`config.mk`:
```
export PLATFORM = sky130hd
export DESIGN_NAME = vedacao_multicanal_flat
export DESIGN_NICKNAME = d
export VERILOG_FILES = /design/src/rtl/vedacao_multicanal_pkg.sv /design/src/rtl/vedacao_multicanal_if.sv /design/src/rtl/vedacao_multicanal_canal_vedacao.sv /design/src/rtl/vedacao_multicanal.sv /design/src/flat_wrapper.sv
export SDC_FILE = /design/constraint.sdc
export NUM_CORES = 1
export LEC_CHECK = 0
export BUFFER_PORTS_ARGS = -buffer_cell sky130_fd_sc_hd__buf_2
export CORE_MARGIN = 5
export CORE_UTILIZATION = 45
export CTS_BUF_LIST = sky130_fd_sc_hd__clkbuf_8
export CTS_CLUSTER_DIAMETER = 30
export CTS_CLUSTER_SIZE = 25
export DETAILED_ROUTE_END_ITERATION = 16
export GPL_ROUTABILITY_DRIVEN = 0
export PLACE_DENSITY = 0.68
export SKIP_LAST_GASP = 1
export SLEW_MARGIN = 25
export SYNTH_ARGS = -nofsm -noshare
export SYNTH_HDL_FRONTEND = slang
export SYNTH_SLANG_ARGS = --single-unit
export TNS_END_PERCENT = 30
```
`constraint.sdc`:
```
create_clock -name CLOCK -period 3.8 [get_ports CLOCK]
set_input_delay 0.19 -clock CLOCK [delete_from_list [all_inputs] [get_ports CLOCK]]
set_output_delay 0.19 -clock CLOCK [all_outputs]
set_load 0.05 [all_outputs]
```
`src/rtl/vedacao_multicanal_pkg.sv`:
```
`default_nettype none
// ============================================================================
// vedacao_pkg : shared head-state encoding and default press duration
// Rev 1.0 - initial multi-head release
// ============================================================================
package vedacao_pkg;

  typedef enum logic [1:0] {
    LIVRE  = 2'd0,
    ESPERA = 2'd1,
    PRENSA = 2'd2,
    VEDADA = 2'd3
  } estado_t;

  localparam int C_T_PRENSA_PADRAO = 3;

endpackage
`default_nettype wire

```
`src/rtl/vedacao_multicanal_if.sv`:
```
`default_nettype none
// ============================================================================
// vedacao_multicanal_if : sensor/magazine inputs and status outputs bundle
// Rev 1.0 - initial multi-head release
// ============================================================================
interface vedacao_multicanal_if #(
  parameter int N_CANAIS = 4,
  parameter int ROLHA_W  = 8
);

  logic [N_CANAIS-1:0] GARRAFA_PRESENTE;
  logic                CARREGA_ROLHAS;
  logic [ROLHA_W-1:0]  VALOR_ROLHAS;
  logic [N_CANAIS-1:0] GARRAFA_VEDADA;
  logic [N_CANAIS-1:0] PRENSA_ATIVA;
  logic [ROLHA_W-1:0]  ROLHAS_RESTANTES;
  logic                SEM_ROLHA;
  logic                ALARME_ESPERA;
  logic [N_CANAIS-1:0] ERRO_REMOCAO;

  modport master (
    output GARRAFA_PRESENTE, CARREGA_ROLHAS, VALOR_ROLHAS,
    input  GARRAFA_VEDADA, PRENSA_ATIVA, ROLHAS_RESTANTES,
           SEM_ROLHA, ALARME_ESPERA, ERRO_REMOCAO
  );

  modport slave (
    input  GARRAFA_PRESENTE, CARREGA_ROLHAS, VALOR_ROLHAS,
    output GARRAFA_VEDADA, PRENSA_ATIVA, ROLHAS_RESTANTES,
           SEM_ROLHA, ALARME_ESPERA, ERRO_REMOCAO
  );

endinterface
`default_nettype wire

```
`src/rtl/vedacao_multicanal_canal_vedacao.sv`:
```
`default_nettype none
// ============================================================================
// canal_vedacao : one sealing head - state machine plus press timer
// Rev 1.0 - initial multi-head release
// ============================================================================
module canal_vedacao
  import vedacao_pkg::*;
#(
  parameter int T_PRENSA = C_T_PRENSA_PADRAO
) (
  input  wire logic CLOCK,
  input  wire logic RESET,
  input  wire logic i_presence,
  input  wire logic i_gnt,
  output logic      o_req,
  output logic      o_espera,
  output logic      o_prensa,
  output logic      o_vedada,
  output logic      o_erro_remocao
);

  localparam int               CNT_W   = (T_PRENSA > 1) ? $clog2(T_PRENSA) : 1;
  localparam logic [CNT_W-1:0] C_CARGA = CNT_W'(T_PRENSA - 1);

  estado_t          r_estado, w_estado_prox;
  logic [CNT_W-1:0] r_cnt, w_cnt_prox;
  logic             r_erro, w_erro_prox;

  always_ff @(posedge CLOCK) begin
    if (RESET) begin
      r_estado <= LIVRE;
      r_cnt    <= '0;
      r_erro   <= 1'b0;
    end else begin
      r_estado <= w_estado_prox;
      r_cnt    <= w_cnt_prox;
      r_erro   <= w_erro_prox;
    end
  end

  always_comb begin
    w_estado_prox = r_estado;
    w_cnt_prox    = r_cnt;
    w_erro_prox   = 1'b0;
    case (r_estado)
      LIVRE: begin
        if (i_presence) w_estado_prox = ESPERA;
      end
      ESPERA: begin
        if (!i_presence) begin
          w_estado_prox = LIVRE;
        end else if (i_gnt) begin
          w_estado_prox = PRENSA;
          w_cnt_prox    = C_CARGA;
        end
      end
      PRENSA: begin
        // A removed bottle aborts the press; the cork is already spent
        if (!i_presence) begin
          w_estado_prox = LIVRE;
          w_cnt_prox    = '0;
          w_erro_prox   = 1'b1;
        end else if (r_cnt == '0) begin
          w_estado_prox = VEDADA;
        end else begin
          w_cnt_prox = r_cnt - CNT_W'(1);
        end
      end
      VEDADA: begin
        if (!i_presence) w_estado_prox = LIVRE;
      end
      default: w_estado_prox = LIVRE;
    endcase
  end

  // Request masked by presence so a departing bottle never takes a cork
  assign o_req          = (r_estado == ESPERA) && i_presence;
  assign o_espera       = (r_estado == ESPERA);
  assign o_prensa       = (r_estado == PRENSA);
  assign o_vedada       = (r_estado == VEDADA);
  assign o_erro_remocao = r_erro;

endmodule
`default_nettype wire

```
`src/rtl/vedacao_multicanal.sv`:
```
`default_nettype none
// ============================================================================
// vedacao_multicanal : N sealing heads sharing one cork magazine (round-robin)
// Rev 1.0 - initial multi-head release
// ============================================================================
module vedacao_multicanal
  import vedacao_pkg::*;
#(
  parameter int N_CANAIS = 4,
  parameter int ROLHA_W  = 8,
  parameter int T_PRENSA = C_T_PRENSA_PADRAO
) (
  input  wire logic           CLOCK,
  input  wire logic           RESET,
  vedacao_multicanal_if.slave bus
);

  localparam int PTR_W = $clog2(N_CANAIS);

  logic [PTR_W-1:0]    r_ptr;
  logic [ROLHA_W-1:0]  r_rolhas;
  logic [N_CANAIS-1:0] w_req, w_gnt, w_espera, w_prensa, w_vedada, w_erro;
  logic [PTR_W-1:0]    w_gnt_idx;
  logic                w_gnt_valido;
  logic                w_sem_rolha;

  function automatic logic [PTR_W-1:0] f_rodar(input logic [PTR_W-1:0] base, input int off);
    return PTR_W'((int'(base) + off) % N_CANAIS);
  endfunction

  // Scanning offsets high-to-low leaves the closest requester to the pointer
  always_comb begin
    w_gnt        = '0;
    w_gnt_idx    = '0;
    w_gnt_valido = 1'b0;
    if (!bus.CARREGA_ROLHAS && (r_rolhas != '0)) begin
      for (int off = N_CANAIS - 1; off >= 0; off--) begin
        if (w_req[f_rodar(r_ptr, off)]) begin
          w_gnt_idx    = f_rodar(r_ptr, off);
          w_gnt_valido = 1'b1;
        end
      end
    end
    if (w_gnt_valido) w_gnt[w_gnt_idx] = 1'b1;
  end

  always_ff @(posedge CLOCK) begin
    if (RESET) begin
      r_ptr    <= '0;
      r_rolhas <= '0;
    end else begin
      if (bus.CARREGA_ROLHAS) begin
        r_rolhas <= bus.VALOR_ROLHAS;
      end else if (w_gnt_valido) begin
        r_rolhas <= r_rolhas - ROLHA_W'(1);
      end
      if (w_gnt_valido) r_ptr <= f_rodar(w_gnt_idx, 1);
    end
  end

  for (genvar gi = 0; gi < N_CANAIS; gi++) begin : g_canal
    canal_vedacao #(
      .T_PRENSA (T_PRENSA)
    ) u_canal (
      .CLOCK          (CLOCK),
      .RESET          (RESET),
      .i_presence     (bus.GARRAFA_PRESENTE[gi]),
      .i_gnt          (w_gnt[gi]),
      .o_req          (w_req[gi]),
      .o_espera       (w_espera[gi]),
      .o_prensa       (w_prensa[gi]),
      .o_vedada       (w_vedada[gi]),
      .o_erro_remocao (w_erro[gi])
    );
  end

  assign w_sem_rolha          = (r_rolhas == '0);
  assign bus.ROLHAS_RESTANTES = r_rolhas;
  assign bus.SEM_ROLHA        = w_sem_rolha;
  assign bus.ALARME_ESPERA    = (|w_espera) && w_sem_rolha;
  assign bus.GARRAFA_VEDADA   = w_vedada;
  assign bus.PRENSA_ATIVA     = w_prensa;
  assign bus.ERRO_REMOCAO     = w_erro;

endmodule
`default_nettype wire
```
`src/flat_wrapper.sv`:
```
// flat-port wrapper written by rule: the top's interface ports become plain ports
module vedacao_multicanal_flat import vedacao_pkg::*;
#(
  parameter int N_CANAIS = 4,
  parameter int ROLHA_W  = 8,
  parameter int T_PRENSA = C_T_PRENSA_PADRAO
)
  (CLOCK, RESET, bus_GARRAFA_PRESENTE, bus_CARREGA_ROLHAS, bus_VALOR_ROLHAS, bus_GARRAFA_VEDADA, bus_PRENSA_ATIVA, bus_ROLHAS_RESTANTES, bus_SEM_ROLHA, bus_ALARME_ESPERA, bus_ERRO_REMOCAO);
  vedacao_multicanal_if #(.N_CANAIS(N_CANAIS), .ROLHA_W(ROLHA_W)) bus_i ();
  input  wire logic CLOCK;
  input  wire logic RESET;
  input wire logic [$bits(bus_i.GARRAFA_PRESENTE)-1:0] bus_GARRAFA_PRESENTE;
  input wire logic [$bits(bus_i.CARREGA_ROLHAS)-1:0] bus_CARREGA_ROLHAS;
  input wire logic [$bits(bus_i.VALOR_ROLHAS)-1:0] bus_VALOR_ROLHAS;
  output wire logic [$bits(bus_i.GARRAFA_VEDADA)-1:0] bus_GARRAFA_VEDADA;
  output wire logic [$bits(bus_i.PRENSA_ATIVA)-1:0] bus_PRENSA_ATIVA;
  output wire logic [$bits(bus_i.ROLHAS_RESTANTES)-1:0] bus_ROLHAS_RESTANTES;
  output wire logic [$bits(bus_i.SEM_ROLHA)-1:0] bus_SEM_ROLHA;
  output wire logic [$bits(bus_i.ALARME_ESPERA)-1:0] bus_ALARME_ESPERA;
  output wire logic [$bits(bus_i.ERRO_REMOCAO)-1:0] bus_ERRO_REMOCAO;
  assign bus_i.GARRAFA_PRESENTE = bus_GARRAFA_PRESENTE;
  assign bus_i.CARREGA_ROLHAS = bus_CARREGA_ROLHAS;
  assign bus_i.VALOR_ROLHAS = bus_VALOR_ROLHAS;
  assign bus_GARRAFA_VEDADA = bus_i.GARRAFA_VEDADA;
  assign bus_PRENSA_ATIVA = bus_i.PRENSA_ATIVA;
  assign bus_ROLHAS_RESTANTES = bus_i.ROLHAS_RESTANTES;
  assign bus_SEM_ROLHA = bus_i.SEM_ROLHA;
  assign bus_ALARME_ESPERA = bus_i.ALARME_ESPERA;
  assign bus_ERRO_REMOCAO = bus_i.ERRO_REMOCAO;
  vedacao_multicanal #(.N_CANAIS(N_CANAIS), .ROLHA_W(ROLHA_W), .T_PRENSA(T_PRENSA)) u_core (.CLOCK(CLOCK), .RESET(RESET), .bus(bus_i));
endmodule
```
==> impl_metrics.tcl, run 1 <==
set metrics [dict create \
    fmax_mhz 435 \
    synth_area_sq_mm 0.00175 \
    route.detailed.drc 0 \
    routed_via_density 5.45 \
    initial_core_util 0.472 \
    synth-seq-cells 30 \
    yosys.cell_count.top_type "dfxtp_1" \
    slew_headroom 0.663 \
    clock_path_buffers 2 \
    synth.avg_cell_area_sq_um 8.27 \
    cts_resized 0 \
    stdcell_area_sq_mm 0.00196 \
    grt_pass1_vias 1446 \
    clockPowerShare 0.315 \
    ys_warn_count 0 \
    cts_sinks 30 \
    cts_root_buf "clkbuf_8" \
    grt_antenna_before_repair 0 \
    core_region_area_sq_mm 0.00372 \
    drive_gt1_frac 0.201 \
    reg2reg_from "u_core.bus.ROLHAS_RESTANTES[0]" \
    r2r_cells 10 \
    first_pass_iters 5 \
    num_rows 22 \
    rsz0062_at_grt "false" \
    numCtsBuffers 5 \
    drv_cap 0 \
    path_buf_inv 3 \
    clock_skew_ps 3.85 \
    synthCells 212 \
    synthDominantCellAreaShare 0.343 \
    cp_cell_sequence "inv_1 > ha_1 > a31oi_1 > buf_4 > nor4b_2 > inv_1 > ha_1 > a31oi_1 > nor3_1 > a211oi_1" \
    tns_ps 0 \
    r2r_setup_slack_ps 1500 \
    worstPathMaxFanout 11 \
    leakage_uw 0.000870 \
    cts_tree "built" \
    hold_depth 3 \
    power_frac_seq 0.468 \
    synth_top_area_cell "dfxtp_1" \
    maxSlewViolCount 0 \
    hold_end "u_core.bus.ROLHAS_RESTANTES[7]" \
    async_flop_share 0 \
    internal-power_uw 504 \
    diodes 0 \
    dp_hpwl_microns 2800 \
    synth_seq_area_share 0.343 \
    ioPinCount 37 \
    synth_ff_type "dfxtp_1" \
    nNetsFinal 262 \
    arrival_ps 2490 \
    ant_nets 0 \
    grt_first_pass_wirelength_microns 6370 \
    crit_type "flop to flop" \
    end_kind "flop" \
    wirelength_microns 3730 \
    placed_area_sq_mm 0.00189 \
    swShare 0.316 \
    ctsHoldBuffers 0 \
    grt_overflow 0 \
    drtIter0Drc 80 \
    combPwrFrac 0.217 \
    post_drt_wl_per_cell_microns 13.0 \
    pwr_density_cell_mw_per_mm2 375 \
    dieArea_sq_mm 0.00524 \
    fill_cells 369 \
    slowest_stage "dfxtp_1" \
    dieWidth_microns 72.4 \
    finalCriticalPeriod_ps 2300 \
    setup-violations-final 0 \
    io_buffers 36 \
    cts_setup_buffers 0 \
    holdCritPathClass "input port to flop" \
    synthTopCellsByCount "30 x dfxtp_1, 23 x inv_1, 15 x nor2_1" \
    finalHoldViolCount 0 \
    cp-start-kind "flop" \
    hold-worst-slack_ps 159 \
    worstReg2RegEnd "u_core.g_canal[2].u_canal.r_cnt[1]" \
    synth_edf_count 0 \
    die_y_microns 72.4 \
    multi_input_area_sq_um 952 \
    p_sw_uw 233 \
    worst_ep_required_time_ps 3990 \
    vdd_ir_drop_max_mv 0.216 \
    tightest_slew_ps 502 \
    track_usage 0.151 \
    synthTopCellsByArea "dfxtp_1 34%, ha_1 5.7%, buf_4 5.6%, inv_1 4.9%, a21oi_1 4.0%" \
    syn2layout_area_growth_pct 12.0 \
    min_from "bus_VALOR_ROLHAS[7]" \
    path_delay_family "compound AO/OA/AOI/OAI gates" \
    h-tree-depth 2 \
    outcome "finished clean" \
    min_period_over_period 0.605 \
    clkTransAtPathRegs_ps 60 \
    syn-num-nets 235 \
    clkLatencyLatePin_ps 280 \
    seq_area_sq_um 601 \
    grt_max_degree 25 \
    critical_path.max_stage_delay_ps 390 \
    num_vias 1564 \
    yosysUniqueCellTypes 42 \
]
[final cells by class]
type,count,area share
Clock inverter,2,0.00382
Tap cell,48,0.0306
Multi-Input combinational cell,142,0.485
Timing Repair Buffer,37,0.0956
Clock buffer,5,0.0351
Inverter,23,0.0440
Sequential cell,30,0.306
[per-layer routing]
layer,track usage,vias up,wire [microns]
met4,0.0492,0,38
li1,-,806,-
met5,0,-,0
met2,0.237,31,1680
met3,0.0402,4,176
met1,0.201,723,1840
[worst max path at each step]
stage	slack, ps	end	startpoint	cells after the start
2_1_floorplan	1520	u_core.g_canal[2].u_canal.r_cnt[1]	u_core.bus.ROLHAS_RESTANTES[0]	9
3_3_place_gp	1670	u_core.g_canal[2].u_canal.r_cnt[1]	u_core.bus.ROLHAS_RESTANTES[0]	10
3_5_place_dp	1540	u_core.g_canal[2].u_canal.r_cnt[1]	u_core.bus.ROLHAS_RESTANTES[0]	10
4_1_cts	1510	u_core.g_canal[2].u_canal.r_cnt[1]	u_core.bus.ROLHAS_RESTANTES[0]	10
5_1_grt	1270	u_core.g_canal[2].u_canal.r_cnt[1]	u_core.bus.ROLHAS_RESTANTES[0]	10
6_report	1500	u_core.g_canal[2].u_canal.r_cnt[1]	u_core.bus.ROLHAS_RESTANTES[0]	10
[power groups by stage]
stage	clock (uW)	sequential [uW]	combinational, uW
floorplan	0	373	97.1
global placement	0	350	160
detailed placement	0	351	160
CTS	236	344	160
global route	253	347	176
finish	232	344	160
[sequential cells by signal (all words and copies together), names as in the netlist]
| register | count |
|---|---|
| u_core.bus.ROLHAS_RESTANTES | 8 |
| u_core.g_canal.u_canal.r_cnt | 8 |
| u_core.g_canal.u_canal.r_estado | 8 |
| u_core.g_canal.u_canal.o_erro_remocao | 4 |
| u_core.r_ptr | 2 |
[through the flow]
| stage | power (uW) | setup WS (ps) | utilization | instances |
|---|---|---|---|---|
| after CTS | 740 | 1510 | 0.528 | 287 |
| after floorplan | 470 | 1520 | - | 212 |
| after detailed placement | 511 | 1540 | 0.508 | 280 |
| final | 736 | 1500 | 0.528 | 287 |
| after global routing | 776 | 1270 | 0.528 | 287 |
| after global placement | 510 | 1670 | 0.508 | 280 |
[layout by cell type, fill, tap and decap left out, drive strengths merged]
master / n
a211oi: 5
a21oi: 14
a22oi: 1
a2bb2oi: 2
a311o: 1
a311oi: 1
a31oi: 8
a32oi: 3
and2: 5
and3: 2
and3b: 3
buf: 37
clkbuf: 5
dfxtp: 30
ha: 8
inv: 25
mux2: 2
nand2: 13
nand2b: 6
nand3: 5
nand3b: 4
nand4: 4
nand4b: 4
nand4bb: 1
nor2: 15
nor2b: 6
nor3: 11
nor4: 2
nor4b: 2
o211a: 1
o21a: 2
o21ai: 3
o221a: 1
o311a: 2
o311ai: 1
o32a: 1
o41ai: 1
xnor2: 2
[cells by family (layout without fill, tap and decap cells)]
group,Yosys count,after routing,synth area share
AND/OR/NAND/NOR,83,83,0.277
buffers and inverters,40,67,0.114
AO/OA/AOI/OAI,47,47,0.186
flip-flops,30,30,0.343
XOR/XNOR,2,2,0.00999
multiplexers,2,2,0.0128
adder cells (fa/ha/maj),8,8,0.0571
[worst min-delay path, stage by stage]
cell and delay [ps]:
buf_2 90, nand2_1 50, a21oi_1 50
No activity file was read; power rests on OpenSTA's default activity.
==> run 2: changes to the inputs <==
==> constraint.sdc (replaced) <==
create_clock -name CLOCK -period 2.3 [get_ports CLOCK]
set_input_delay 0.115 -clock CLOCK [delete_from_list [all_inputs] [get_ports CLOCK]]
set_output_delay 0.115 -clock CLOCK [all_outputs]
set_load 0.05 [all_outputs]
==> run 2 against run 1 <==
Via count about the same. Sequential cell count unchanged. Combinational power up 70%. Sequential share of layout area down 0.48 points. Final area up 1.6%. Highest routed layer unchanged.
==> impl_metrics.tcl, run 2 (synthesis results as in run 1) <==
set metrics [dict create \
    first_pass_iters 4 \
    setup_ws_ps 218 \
    worst_ep_required_time_ps 2490 \
    crit_type "flop to flop" \
    outcome "finished clean" \
    holdCritPathClass "input port to flop" \
    clock_path_buffers 2 \
    ctsHoldBuffers 0 \
    grt_antenna_before_repair 0 \
    min_period_over_period 0.905 \
    pre_cts_ws_ps 218 \
    die_y_microns 72.4 \
    tns_ps 0 \
    cts_root_buf "clkbuf_8" \
    core_region_area_sq_mm 0.00372 \
    diodes 0 \
    rsz0062_at_grt "false" \
    track_usage 0.147 \
    initial_core_util 0.472 \
    nNetsFinal 263 \
    grt_overflow 0 \
    slew_headroom 0.677 \
    layout_common_cells "36 x buf_2, 30 x dfxtp_1, 24 x inv_1" \
    maxSlewViolCount 0 \
    path_buf_inv 1 \
    fmax_mhz 480 \
    pwr_density_cell_mw_per_mm2 637 \
    drtIter0Drc 93 \
    h-tree-depth 2 \
    dieWidth_microns 72.4 \
    num_rows 22 \
    dieArea_sq_mm 0.00524 \
    num_vias 1563 \
    leakage_uw 0.000884 \
    io_buffers 36 \
    routed_via_density 5.41 \
    layout_commonest_cell "buf_2" \
    cts_sinks 30 \
    vdd_ir_drop_max_mv 0.368 \
    clkLatencyLatePin_ps 280 \
    arrival_ps 2270 \
    dp_hpwl_microns 2800 \
    grt_max_degree 25 \
    slowest_stage "dfxtp_1" \
    grt_pass1_vias 1398 \
    worstPathMaxFanout 7 \
    tightest_slew_ps 480 \
    post_drt_wl_per_cell_microns 13.2 \
    ioPinCount 37 \
    ant_nets 0 \
    cp_cell_sequence "and3b_1 > and3_1 > o32a_1 > nand2_1 > inv_1 > ha_1 > a31oi_1 > nor3_1 > a211oi_1" \
    setup-violations-final 0 \
    drv_cap 0 \
    drive_gt1_frac 0.212 \
    end_kind "flop" \
    cp-start-kind "flop" \
    clkTransAtPathRegs_ps 60 \
    cts_tree "built" \
    path_delay_family "compound AO/OA/AOI/OAI gates" \
    numCtsBuffers 5 \
    clock_skew_ps 3.77 \
    critical_path.max_stage_delay_ps 420 \
    hold-worst-slack_ps 77.6 \
    finalHoldViolCount 0 \
    syn2layout_area_growth_pct 13.8 \
    grt_first_pass_wirelength_microns 6280 \
    finalCriticalPeriod_ps 2080 \
    wirelength_microns 3820 \
    route.detailed.drc 0 \
]
[run 2: cell count changes in the layout (fill, tap and decap cells not counted), sizes merged]
cell,delta
buf,+1
clkbuf,+1
clkinv,+1
inv,-1
[run 2: metrics by stage]
stage	power (uW)	area, sq um	cells	utilization
after detailed placement	849	1890	281	0.510
after global routing	1340	1990	289	0.537
after CTS	1280	1990	289	0.534
final	1270	1990	289	0.537
after floorplan	777	1750	212	-
after global placement	849	1890	281	0.510
[run 2: what timing repair did]
item / CTS / global route
buffers inserted: 0 / 0
endpoints found under the setup margin: 0 / 1
gates resized for setup: 0 / 1
[run 2: final timing paths]
path                                         startpoint                                 end  slack [ps]  cells after the start
setup reg to reg  u_core.g_canal[2].u_canal.r_estado[1]  u_core.g_canal[2].u_canal.r_cnt[1]         220                      9
setup / recovery  u_core.g_canal[2].u_canal.r_estado[1]  u_core.g_canal[2].u_canal.r_cnt[1]         220                      9
hold reg to reg      u_core.g_canal[2].u_canal.r_cnt[0]  u_core.g_canal[2].u_canal.r_cnt[0]         470                      2
hold / removal                      bus_VALOR_ROLHAS[3]      u_core.bus.ROLHAS_RESTANTES[3]          80                      3
[run 2: layer usage]
metal  vias up  GRT usage  part of all wire
li1        805          -                 -
met4         0     0.0430            0.0097
met3         5     0.0388             0.047
met5         -          0                 0
met1       717      0.204              0.50
met2        36      0.225              0.45
[run 2: power breakdown]
part           leakage [uW]  total, uW  internal, uW  switching, uW
clock             0.0000524        429           236            192
combinational      0.000587        272          95.8            177
sequential         0.000245        569           542           27.1
total              0.000884       1270           875            396
[run 2: worst register-to-register path, delay by kind of cell (launching register included)]
kind	cells	cell delay, ps
AO/OA/AOI/OAI	3	770
adder cells (fa/ha/maj)	1	220
buffers and inverters	1	50
flip-flops	1	420
AND/OR/NAND/NOR	4	530
[run 2: layout make-up]
cell class | instances | area [sq um]
Fill cell | 372 | 1720
Multi-Input combinational cell | 142 | 961
Sequential cell | 30 | 601
Timing Repair Buffer | 38 | 195
Inverter | 23 | 86.3
Clock buffer | 6 | 82.6
Tap cell | 48 | 60.1
Clock inverter | 2 | 8.76
==> run 3: changes to the inputs <==
--- a/config.mk
+++ b/config.mk
@@ -13,6 +13,7 @@
 export CTS_CLUSTER_SIZE = 25
 export DETAILED_ROUTE_END_ITERATION = 16
 export GPL_ROUTABILITY_DRIVEN = 0
+export MAX_ROUTING_LAYER = met4
 export PLACE_DENSITY = 0.68
 export SKIP_LAST_GASP = 1
 export SLEW_MARGIN = 25
==> run 3 against run 2 <==
Die area stayed put. Sequential cell count is the same. Sequential share of layout area did not move. Critical path type unchanged.
==> impl_metrics.tcl, run 3 (synthesis results as in run 1) <==
set metrics [dict create \
    cts_tree "built" \
    min_period_over_period 0.905 \
    cts_resized 0 \
    clock_path_buffers 2 \
    tns_ps 0 \
    cp-start-kind "flop" \
    numCtsBuffers 5 \
    pwr_density_cell_mw_per_mm2 637 \
    clkLatencyLatePin_ps 280 \
    track_usage 0.152 \
    post_drt_wl_per_cell_microns 13.2 \
    arrival_ps 2270 \
    path_buf_inv 1 \
    num_rows 22 \
    h-tree-depth 2 \
    core_region_area_sq_mm 0.00372 \
    tightest_slew_ps 480 \
    drive_gt1_frac 0.212 \
    fmax_mhz 480 \
    initial_core_util 0.472 \
    slowest_stage "dfxtp_1" \
    grt_antenna_before_repair 0 \
    cts_setup_buffers 0 \
    cp_cell_sequence "and3b_1 > and3_1 > o32a_1 > nand2_1 > inv_1 > ha_1 > a31oi_1 > nor3_1 > a211oi_1" \
    grt_first_pass_wirelength_microns 6280 \
    outcome "finished clean" \
    vdd_ir_drop_max_mv 0.368 \
    dp_hpwl_microns 2800 \
    finalHoldViolCount 0 \
    ioPinCount 37 \
    wirelength_microns 3820 \
    ant_nets 0 \
    finalCriticalPeriod_ps 2080 \
    io_buffers 36 \
    drtIter0Drc 93 \
    cp-startpoint "u_core.g_canal[2].u_canal.r_estado[1]" \
    routed_via_density 5.41 \
    worstPathMaxFanout 7 \
    dieArea_sq_mm 0.00524 \
    grt_overflow 0 \
    clkTransAtPathRegs_ps 60 \
    clock_skew_ps 3.77 \
    diodes 0 \
    num_vias 1563 \
    ctsHoldBuffers 0 \
    leakage_uw 0.000884 \
    fill_cells 372 \
    setup-violations-final 0 \
    route.detailed.drc 0 \
    slew_headroom 0.677 \
    maxSlewViolCount 0 \
    syn2layout_area_growth_pct 13.8 \
    nNetsFinal 263 \
    holdCritPathClass "input port to flop" \
    final_core_util 0.537 \
    min_from "bus_VALOR_ROLHAS[3]" \
    dp.cells 281 \
    end_kind "flop" \
    path_delay_family "compound AO/OA/AOI/OAI gates" \
    cts_root_buf "clkbuf_8" \
    first_pass_iters 4 \
    reg2reg_from "u_core.g_canal[2].u_canal.r_estado[1]" \
    crit_type "flop to flop" \
    drv_cap 0 \
    layout_common_cells "36 x buf_2, 30 x dfxtp_1, 24 x inv_1" \
    worst_ep_required_time_ps 2490 \
    cts_sinks 30 \
    stdcell_count 289 \
    die_y_microns 72.4 \
    grt_pass1_vias 1398 \
    rsz0062_at_grt "false" \
    grt_max_degree 25 \
    layout_commonest_cell "buf_2" \
    critical_path.max_stage_delay_ps 420 \
    dieWidth_microns 72.4 \
]
==> run 3: where the power goes <==
group | leakage (uW) | total [uW] | switching (uW) | internal [uW]
registers | 0.000245 | 569 | 27.1 | 542
clock network | 0.0000524 | 429 | 192 | 236
logic | 0.000587 | 272 | 177 | 95.8
==> run 3: routing by layer <==
| metal | vias up | wire length (microns) | global-route usage |
|---|---|---|---|
| li1 | 805 | - | - |
| met1 | 717 | 1910 | 0.204 |
| met2 | 36 | 1700 | 0.225 |
| met3 | 5 | 172 | 0.0374 |
| met4 | 0 | 37 | 0.0430 |
| met5 | - | 0 | - |
==> run 3: area by class of cell <==
cell class	count	area [sq um]	area share
multi-input combinational	142	961	0.482
timing repair buffer	38	195	0.0979
clock inverter	2	8.76	0.00439
inverter	23	86.3	0.0433
clock buffer	6	82.6	0.0414
sequential	30	601	0.301
tap	48	60.1	0.0301
==> run 3: path summary, 6_finish.rpt <==
kind / to / slack [ps] / depth (start not counted)
worst max-delay path: u_core.g_canal[2].u_canal.r_cnt[1] / 220 / 9
worst min-delay path: u_core.bus.ROLHAS_RESTANTES[3] / 80 / 3
worst max register to register: u_core.g_canal[2].u_canal.r_cnt[1] / 220 / 9
worst min register to register: u_core.g_canal[2].u_canal.r_cnt[0] / 470 / 2
==> run 3: stage by stage <==
stage	instance area (sq um)	power (uW)	worst slack (ps)	hold WS, ps
global placement	1890	849	275	367
finish	1990	1270	218	77.6
detailed placement	1890	849	218	370
CTS	1990	1280	191	71.8
global route	1990	1340	39.9	74.9
floorplan	1750	777	24.9	194
==> run 3: tightest hold or removal path, delay by kind of cell <==
kind / cells / cell delay (ps)
buffers and inverters: 1 / 100
and+or+nand+nor: 1 / 50
AOI/OAI and AO/OA: 1 / 50
